File: src/rtl/brent_wide_add_sched_if.sv
// ---------------------------------------------------------------------------
// brent_wide_add_sched_if
// Handshake bundle between the requesters and consumer (master side) and the
// shared-adder scheduler (slave side).
//   req0_*/req1_* : operation request channels (valid/ready, W-bit a/b, cin)
//   rsp_*         : result channel (valid/ready, W+1-bit sum, owner id)
//   busy          : scheduler is working on or holding an operation
// ---------------------------------------------------------------------------
interface brent_wide_add_sched_if #(
   parameter int W = 32
);
   logic         req0_valid;
   logic         req0_ready;
   logic [W-1:0] req0_a;
   logic [W-1:0] req0_b;
   logic         req0_cin;

   logic         req1_valid;
   logic         req1_ready;
   logic [W-1:0] req1_a;
   logic [W-1:0] req1_b;
   logic         req1_cin;

   logic         rsp_valid;
   logic         rsp_ready;
   logic [W:0]   rsp_sum;
   logic         rsp_id;
   logic         busy;

   modport master (
      output req0_valid, req0_a, req0_b, req0_cin,
      input  req0_ready,
      output req1_valid, req1_a, req1_b, req1_cin,
      input  req1_ready,
      input  rsp_valid, rsp_sum, rsp_id, busy,
      output rsp_ready
   );

   modport slave (
      input  req0_valid, req0_a, req0_b, req0_cin,
      output req0_ready,
      input  req1_valid, req1_a, req1_b, req1_cin,
      output req1_ready,
      output rsp_valid, rsp_sum, rsp_id, busy,
      input  rsp_ready
   );
endinterface

File: src/rtl/brent_wide_add_sched.sv
// ---------------------------------------------------------------------------
// Brent
// N-bit Brent-Kung prefix adder (N a power of two).
//   A, B : operands
//   Cin  : carry-in
//   Sum  : {carry-out, N-bit sum}
//
// brent_wide_add_sched
// Round-robin scheduler that shares one Brent adder between two requesters
// and performs a W-bit add as W/N chunk additions, LSB chunk first, chaining
// the carry through a register.
//   clk  : rising-edge clock
//   rst  : synchronous active-high reset
//   bus  : slave side of brent_wide_add_sched_if (requests, response, busy)
// ---------------------------------------------------------------------------
module Brent #(
   parameter int N = 8
) (
   input  logic [N-1:0] A,
   input  logic [N-1:0] B,
   input  logic         Cin,
   output logic [N:0]   Sum
);
   localparam int LG = $clog2(N);

   logic [N-1:0] p_bit;
   logic [N-1:0] g_pre;
   logic [N-1:0] p_pre;
   logic [N:0]   carry;

   always_comb begin
      p_bit = A ^ B;
      g_pre = A & B;
      p_pre = p_bit;
      // Up-sweep: bit i (1-based) that is a multiple of 2^(l+1) absorbs the
      // group ending 2^l positions below it. Sources are never updated in
      // the same level, so in-place update is safe.
      for (int l = 0; l < LG; l++) begin
         for (int b = 0; b < N; b++) begin
            if (((b + 1) % (2 << l)) == 0) begin
               g_pre[b] = g_pre[b] | (p_pre[b] & g_pre[b - (1 << l)]);
               p_pre[b] = p_pre[b] & p_pre[b - (1 << l)];
            end
         end
      end
      // Down-sweep: fill the odd multiples of 2^l from the complete prefix
      // 2^l positions below.
      for (int l = LG - 2; l >= 0; l--) begin
         for (int b = 0; b < N; b++) begin
            if ((((b + 1) % (2 << l)) == (1 << l)) && ((b + 1) > (1 << l))) begin
               g_pre[b] = g_pre[b] | (p_pre[b] & g_pre[b - (1 << l)]);
               p_pre[b] = p_pre[b] & p_pre[b - (1 << l)];
            end
         end
      end
      // Fold the external carry-in into every prefix.
      carry[0] = Cin;
      for (int b = 0; b < N; b++) begin
         carry[b + 1] = g_pre[b] | (p_pre[b] & Cin);
      end
      Sum = {carry[N], p_bit ^ carry[N-1:0]};
   end
endmodule

module brent_wide_add_sched #(
   parameter int W = 32,
   parameter int N = 8
) (
   input  logic                   clk,
   input  logic                   rst,
   brent_wide_add_sched_if.slave  bus
);
   localparam int K  = W / N;
   localparam int KW = (K > 1) ? $clog2(K) : 1;

   typedef enum logic [1:0] {
      S_IDLE = 2'd0,
      S_RUN  = 2'd1,
      S_DONE = 2'd2
   } state_t;

   state_t        state_q, state_d;
   logic [W-1:0]  op_a_q, op_a_d;
   logic [W-1:0]  op_b_q, op_b_d;
   logic          carry_q, carry_d;
   logic [KW-1:0] k_q, k_d;
   logic          last_grant_q, last_grant_d;
   logic [W:0]    rsp_sum_q, rsp_sum_d;
   logic          rsp_id_q, rsp_id_d;

   logic          grant0, grant1;
   logic          accept0, accept1;
   logic [N-1:0]  add_a, add_b;
   logic          add_cin;
   logic [N:0]    add_sum;

   // Grant is "nobody" when no requester is valid, so both readies are low
   // in that case. On a tie the requester that did not win last goes.
   always_comb begin
      grant0 = bus.req0_valid && (!bus.req1_valid || last_grant_q);
      grant1 = bus.req1_valid && (!bus.req0_valid || !last_grant_q);
   end

   assign bus.req0_ready = (state_q == S_IDLE) && !rst && grant0;
   assign bus.req1_ready = (state_q == S_IDLE) && !rst && grant1;
   assign accept0        = bus.req0_valid && bus.req0_ready;
   assign accept1        = bus.req1_valid && bus.req1_ready;

   // Adder sees the current chunk only while running; zero otherwise.
   always_comb begin
      add_a   = '0;
      add_b   = '0;
      add_cin = 1'b0;
      if (state_q == S_RUN) begin
         add_a   = op_a_q[k_q*N +: N];
         add_b   = op_b_q[k_q*N +: N];
         add_cin = carry_q;
      end
   end

   Brent #(.N(N)) u_adder (
      .A   (add_a),
      .B   (add_b),
      .Cin (add_cin),
      .Sum (add_sum)
   );

   always_comb begin
      state_d      = state_q;
      op_a_d       = op_a_q;
      op_b_d       = op_b_q;
      carry_d      = carry_q;
      k_d          = k_q;
      last_grant_d = last_grant_q;
      rsp_sum_d    = rsp_sum_q;
      rsp_id_d     = rsp_id_q;
      case (state_q)
         S_IDLE: begin
            if (accept0 || accept1) begin
               op_a_d       = accept1 ? bus.req1_a   : bus.req0_a;
               op_b_d       = accept1 ? bus.req1_b   : bus.req0_b;
               carry_d      = accept1 ? bus.req1_cin : bus.req0_cin;
               rsp_id_d     = accept1;
               last_grant_d = accept1;
               k_d          = '0;
               state_d      = S_RUN;
            end
         end
         S_RUN: begin
            rsp_sum_d[k_q*N +: N] = add_sum[N-1:0];
            carry_d               = add_sum[N];
            if (k_q == KW'(K - 1)) begin
               // Final chunk: its carry-out is the top bit of the result.
               rsp_sum_d[W] = add_sum[N];
               state_d      = S_DONE;
            end else begin
               k_d = k_q + 1'b1;
            end
         end
         S_DONE: begin
            if (bus.rsp_ready) begin
               state_d = S_IDLE;
            end
         end
         default: begin
            state_d = S_IDLE;
         end
      endcase
   end

   always_ff @(posedge clk) begin
      if (rst) begin
         state_q      <= S_IDLE;
         op_a_q       <= '0;
         op_b_q       <= '0;
         carry_q      <= 1'b0;
         k_q          <= '0;
         last_grant_q <= 1'b1;
         rsp_sum_q    <= '0;
         rsp_id_q     <= 1'b0;
      end else begin
         state_q      <= state_d;
         op_a_q       <= op_a_d;
         op_b_q       <= op_b_d;
         carry_q      <= carry_d;
         k_q          <= k_d;
         last_grant_q <= last_grant_d;
         rsp_sum_q    <= rsp_sum_d;
         rsp_id_q     <= rsp_id_d;
      end
   end

   assign bus.rsp_valid = (state_q == S_DONE);
   assign bus.busy      = (state_q != S_IDLE);
   assign bus.rsp_sum   = rsp_sum_q;
   assign bus.rsp_id    = rsp_id_q;
endmodule

File: src/flat_wrapper.sv
// flat-port wrapper written by rule: the top's interface ports become plain ports
module brent_wide_add_sched_flat 
#(
   parameter int W = 32,
   parameter int N = 8
)
  (clk, rst, bus_req0_valid, bus_req0_a, bus_req0_b, bus_req0_cin, bus_req0_ready, bus_req1_valid, bus_req1_a, bus_req1_b, bus_req1_cin, bus_req1_ready, bus_rsp_valid, bus_rsp_sum, bus_rsp_id, bus_busy, bus_rsp_ready);
  brent_wide_add_sched_if #(.W(W)) bus_i ();
  input  logic clk;
  input  logic rst;
  input wire logic [$bits(bus_i.req0_valid)-1:0] bus_req0_valid;
  input wire logic [$bits(bus_i.req0_a)-1:0] bus_req0_a;
  input wire logic [$bits(bus_i.req0_b)-1:0] bus_req0_b;
  input wire logic [$bits(bus_i.req0_cin)-1:0] bus_req0_cin;
  output wire logic [$bits(bus_i.req0_ready)-1:0] bus_req0_ready;
  input wire logic [$bits(bus_i.req1_valid)-1:0] bus_req1_valid;
  input wire logic [$bits(bus_i.req1_a)-1:0] bus_req1_a;
  input wire logic [$bits(bus_i.req1_b)-1:0] bus_req1_b;
  input wire logic [$bits(bus_i.req1_cin)-1:0] bus_req1_cin;
  output wire logic [$bits(bus_i.req1_ready)-1:0] bus_req1_ready;
  output wire logic [$bits(bus_i.rsp_valid)-1:0] bus_rsp_valid;
  output wire logic [$bits(bus_i.rsp_sum)-1:0] bus_rsp_sum;
  output wire logic [$bits(bus_i.rsp_id)-1:0] bus_rsp_id;
  output wire logic [$bits(bus_i.busy)-1:0] bus_busy;
  input wire logic [$bits(bus_i.rsp_ready)-1:0] bus_rsp_ready;
  assign bus_i.req0_valid = bus_req0_valid;
  assign bus_i.req0_a = bus_req0_a;
  assign bus_i.req0_b = bus_req0_b;
  assign bus_i.req0_cin = bus_req0_cin;
  assign bus_req0_ready = bus_i.req0_ready;
  assign bus_i.req1_valid = bus_req1_valid;
  assign bus_i.req1_a = bus_req1_a;
  assign bus_i.req1_b = bus_req1_b;
  assign bus_i.req1_cin = bus_req1_cin;
  assign bus_req1_ready = bus_i.req1_ready;
  assign bus_rsp_valid = bus_i.rsp_valid;
  assign bus_rsp_sum = bus_i.rsp_sum;
  assign bus_rsp_id = bus_i.rsp_id;
  assign bus_busy = bus_i.busy;
  assign bus_i.rsp_ready = bus_rsp_ready;
  brent_wide_add_sched #(.W(W), .N(N)) u_core (.clk(clk), .rst(rst), .bus(bus_i));
endmodule
File: config.mk
export PLATFORM = sky130hd
export DESIGN_NAME = brent_wide_add_sched_flat
export DESIGN_NICKNAME = d
export VERILOG_FILES = /design/src/rtl/brent_wide_add_sched_if.sv /design/src/rtl/brent_wide_add_sched.sv /design/src/flat_wrapper.sv
export SDC_FILE = /design/constraint.sdc
export NUM_CORES = 1
export LEC_CHECK = 0
export BUFFER_PORTS_ARGS = -buffer_cell sky130_fd_sc_hd__buf_2
export CAP_MARGIN = 20
export CORE_ASPECT_RATIO = 0.9
export CORE_MARGIN = 4
export CORE_UTILIZATION = 55
export DETAILED_ROUTE_END_ITERATION = 16
export GPL_TIMING_DRIVEN = 0
export PLACE_DENSITY = 0.86
export SLEW_MARGIN = 10
export SYNTH_ARGS = -nofsm -noshare
export SYNTH_HDL_FRONTEND = slang
export SYNTH_SLANG_ARGS = --single-unit
export TNS_END_PERCENT = 100
File: constraint.sdc
create_clock -name clk -period 6.8 [get_ports clk]
set_input_delay 1.36 -clock clk [delete_from_list [all_inputs] [get_ports clk]]
set_output_delay 1.36 -clock clk [all_outputs]
set_load 0.05 [all_outputs]
; ---- After elaboration in Yosys (flattened, before gate mapping)
; Cells that the tools add are included.
[op_classes]
addsub = 2
muxes = 17
n_shift = 4
reduce_logical = 21
n_eq_ne = 7
bitwise = 52
[op_table]
columns = cell, count
row1 = $mux 32, 2
row2 = $shiftx 32x6->8, 2
row3 = $neg 5->34, 1
row4 = $shift 8x34->33 const A, 1
row5 = $shiftx 8x34->33, 1
row6 = $bwmux 33, 1
row7 = $and 1x1->1, 30
row8 = $or 1x1->1, 19
row9 = $mux 8, 2
row10 = $xor 8x8->8, 2
row11 = $mux 2, 5
row12 = $and 8x8->8, 1
row13 = $logic_and 1x1->1, 7
row14 = $ne 2x2->1 const B, 3
row15 = $pmux 2 s3, 1
row16 = $reduce_and 3->1, 2
row17 = $eq 2x2->1 const B, 2
row18 = $logic_not 1->1, 4
row19 = $mux 1, 4
row20 = $pmux 2 s2, 1
row21 = $reduce_and 2->1, 2
row22 = $reduce_bool 2->1, 2
row23 = $logic_or 1x1->1, 3
row24 = $add 2x1->2 const B, 1
row25 = 4 further kinds, 4
[totals]
register_bits = 104
in_bits = 135
out_inout_bits = 38

; ---- Longest topological paths before layout
[depth]
word_depth = 16
depth_mapped = 12
mapped_depth_nobuf = 11

; ---- By module
; A second synthesis with hierarchy kept.
[unflattened]
cells_unflattened = 680
hier_area_um2 = 5901.9
[by_module_without_submodules]
columns = mod, cells_each, area_per_inst_um2, instances
row1 = brent_wide_add_sched, 639, 5564.1, 1
row2 = Brent, 41, 337.8, 1

; ---- Worst setup path after synthesis
; Ideal clock, no wire load.
[synth_timing]
path_type = input to output
startpoint = in rst
endpoint = out bus_req0_ready
cell_stages = 5
arrival_ps = 2260
setup_slack_ps = 3180
required_ps = 5440
path_cell_list = buf_2 -> nor3_2 -> nand3_2 -> inv_2 -> buf_2
[synth_via]
elab_chain_len = 3
[synth_lines]
columns = item, line
row1 = from (decl), flat_wrapper.sv:10  ; input logic rst;
row2 = $logic_not 1->1, brent_wide_add_sched.sv:104  ; assign bus.req0_ready = (state_q == S_IDLE) && !rst && grant0;
row3 = $logic_and 1x1->1 (2 in series), brent_wide_add_sched.sv:104
row4 = to (decl), flat_wrapper.sv:15  ; output wire logic [$bits(bus_i.req0_ready)-1:0] bus_req0_ready;
; No other way between the ends.

; ---- Final worst setup path
; Ends and elaborated chain as after synthesis.

==> impl_metrics.yaml <==
synth:
  ys_warn_count: 0
  yosysMostFrequentCell: "nand2_1"
  synth_fp_nets: 774
  ys.flop_type: "dfxtp_1"
  synth_seq_cells: 104
  synth-edff-count: 0
  yosys.area.top_type: "dfxtp_1"
  synth_top_area_share_pct: 39.6
  synth_cells: 623
  async_reset_ff_share_pct: 0
  synth-seq-area-share_pct: 39.6
  synth.top_cells.by_count: "149 x nand2_1, 104 x dfxtp_1, 93 x nor2_1"
  synth_area_leaders: "dfxtp_1 40%, a311oi_1 11%, nand2_1 11%, nor2_1 6.6%, mux4_2 6.0%"
  synthDistinctLibCells: 53
  syn_area_sq_mm: 0.00526
  avgSynthCellArea_sq_um: 8.44
placed_design:
  dp_cells: 916
  portBuffers: 171
  gp_congestion: 0.891
  place_hpwl_um: 13000
  preCtsSetupSlack_ns: 2.82
worst_setup_path:
  worstPathCellList: "buf_2 -> nor3_2 -> nand3_2 -> inv_2 -> buf_2 -> buf_2"
  rrSetupSlack_ns: 3.27
  critical_path_required_ns: 5.44
  crit_path_start_kind: "input port"
  critical-path-max-stage-delay_ns: 0.30
  cp.arrival_ns: 2.63
  path_delay_family: "buffers and inverters"
  endpoint_kind: "output port"
  reg2reg_to: "u_core.bus.rsp_sum[30]$_SDFFE_PP0P_"
  reg2reg_from: "u_core.k_q[1]$_SDFFE_PP0P_"
  cp_num_buf_inv: 4
  cp_slowest_cell: "buf_2"
  critPathKind: "input port to output port"
  path_max_fanout: 10
  r2r_cells: 10
  crit_path_frequent_cell: "buf_2"
pwr:
  peakVddDrop_v: 0.000121
  p_comb_share_pct: 21.8
  power_density_mw_per_mm2: 208
  seq_power_share_pct: 50.5
  switching_share_pct: 31.8
  power.internal_w: 0.000917
  p_total_w: 0.00134
  total_leakage_power_nw: 2.76
  p_clk_share_pct: 27.7
  p_switching_w: 0.000428
clock_tree:
  clkTransAtPathRegs_ns: 0.10
  cts_tree: "yes"
  cts_setup_buffers: 0
  cts_hold_buf: 0
  numCtsBuffers: 9
  cts_buffer_depth: 2
  cts_sinks: 104
  htree_num_levels: 3
  cts_resized: 0
  clockRootBuffer: "clkbuf_8"
  clock_latency_ns: 0.37
outcome:
  status: "finished clean"
layout:
  final-seq-area_sq_mm: 0.00208
  syn_to_final_growth_pct: 22.8
  fin_util_pct: 70.1
  nFillCells: 764
  fin_nets: 956
  drive_above_1_share_pct: 28.3
  finalNonFillerCells: 932
  antenna_cells: 0
  multi_input_area_sq_mm: 0.00291
sta:
  finalCritPeriodShare_pct: 58.6
  period_needed_ns: 3.99
  rsz0062_at_grt: "no"
  fmax_ghz: 0.251
  final_hold_viol_count: 0
  slew_violations: 0
  fin_setup_tns_ns: 0
  setup_violations: 0
  setup_ws_ns: 2.81
  skew_ns: 0.0144
  slew_headroom_pct: 44.9
  worstMarginPinSlew_ns: 0.819
global_route:
  grt_util_all_layers_pct: 29.0
  grt_max_degree: 19
  grt_pass1_wl_um: 26200
  antenna_found_initial: 0
  overflow: 0
  grt_pass1_vias: 5369
hold_path:
  hold_path.startpoint: "u_core.bus.rsp_sum[7]$_SDFFE_PP0P_"
  min_delay_path_depth: 2
  worstHoldEndpoint: "u_core.bus.rsp_sum[7]$_SDFFE_PP0P_"
  hold_class: "flip-flop to flip-flop"
drt:
  remaining_drc_errors: 0
  wire_per_inst_um: 18.0
  vias: 5549
  totalWireLength_um: 16700
  first_iter_violations: 485
  ant_nets: 0
  dr.pass1.iters: 6
  vias_per_cell: 5.95
floorplanning:
  die_h_um: 101
  die_area_sq_mm: 0.0112
  num_io_pins: 173
  num_rows: 33
  die_w_um: 111
  core_sq_mm: 0.00921
  initial_utilization_pct: 57.1
flow_run:
  cap_viol_max_count: 0
layout make-up:
cell class / instances / share of cell area, %
clock buffers: 10 / 2.13
well taps: 122 / 2.37
plain buffers: 46 / 3.47
inverters: 12 / 0.698
repair buffers: 171 / 13.3
flip-flops and latches: 104 / 32.3
multi-input cells: 461 / 45.0
clock inverters: 6 / 0.776
sequential cells by signal, summed over array words and instances (netlist names):
signal	flops
u_core.bus.rsp_id	1
u_core.bus.rsp_sum	33
u_core.carry_q	1
u_core.k_q	2
u_core.last_grant_q	1
u_core.op_a_q	32
u_core.op_b_q	32
u_core.state_q	2
metal layers:
layer  up-vias  track usage, %  wire, um
met5         -               0         0
met4         0            11.1       471
met3        45            6.12      1590
met2       304            48.9      7850
met1      2595            37.1      6820
li1       2605               -         -
cells in the final DEF (no fill, tap or decap), types with 4 or more instances in the layout:
master | Yosys | layout
a21oi_1 | 17 | 17
a22o_1 | 6 | 6
a22oi_1 | 12 | 12
a311oi_1 | 64 | 64
a32o_1 | 6 | 6
and2_1 | 14 | 14
and3_1 | 4 | 4
buf_1 | 4 | 4
buf_2 | 8 | 179
buf_6 | 5 | 5
clkbuf_1 | 28 | 28
clkbuf_8 | 0 | 10
dfxtp_1 | 104 | 104
ha_1 | 15 | 15
inv_1 | 10 | 10
mux4_2 | 14 | 14
nand2_1 | 149 | 149
nand2b_1 | 4 | 4
nand3_1 | 5 | 5
nor2_1 | 93 | 93
o21ai_0 | 9 | 9
through the flow:
stage | hold slack, ns | area, sq um
final | 0.468 | 6450
after CTS | 0.472 | 6450
after floorplan | 0.453 | 5260
after global routing | 0.492 | 6450
after detailed placement | 0.448 | 6260
after global placement | 0.434 | 6260
power groups by stage:
| stage | sequential [W] | combinational [W] | clock [W] |
|---|---|---|---|
| after floorplan | 0.000686 | 0.000183 | 0 |
| final | 0.000679 | 0.000293 | 0.000372 |
| after global placement | 0.000691 | 0.000279 | 0 |
| after global routing | 0.000682 | 0.000319 | 0.000400 |
| after detailed placement | 0.000692 | 0.000287 | 0 |
| after CTS | 0.000678 | 0.000289 | 0.000374 |
worst register-to-register path: stages (launching register included):
cell and delay, ns:
dfxtp_1 0.41, buf_2 0.32, buf_1 0.50, mux4_2 0.42, and2_1 0.18, ha_1 0.37, and4b_1 0.22, a32oi_2 0.27
and2_2 0.26, a31oi_1 0.19, a32o_1 0.30
how the worst max path moves through the flow:
stage	from	end	slack, ns	cells after the start
floorplan	rst	bus_req0_ready	3.18	5
global placement	rst	bus_req0_ready	2.86	6
detailed placement	rst	bus_req0_ready	2.82	6
CTS	rst	bus_req0_ready	2.82	6
global route	rst	bus_req0_ready	2.75	6
finish	rst	bus_req0_ready	2.81	6
logic make-up (layout without fill, tap and decap cells):
family / count (synthesis) / in the layout / synth area share (%)
xor+xnor: 4 / 4 / 0.667
fa+ha+maj: 16 / 16 / 3.95
simple gates: 286 / 286 / 22.9
flops: 104 / 104 / 39.6
compound gates: 136 / 136 / 20.8
mux: 19 / 19 / 7.00
buf+inv: 58 / 245 / 5.12
Note: power is estimated with default switching activity, not from simulation.
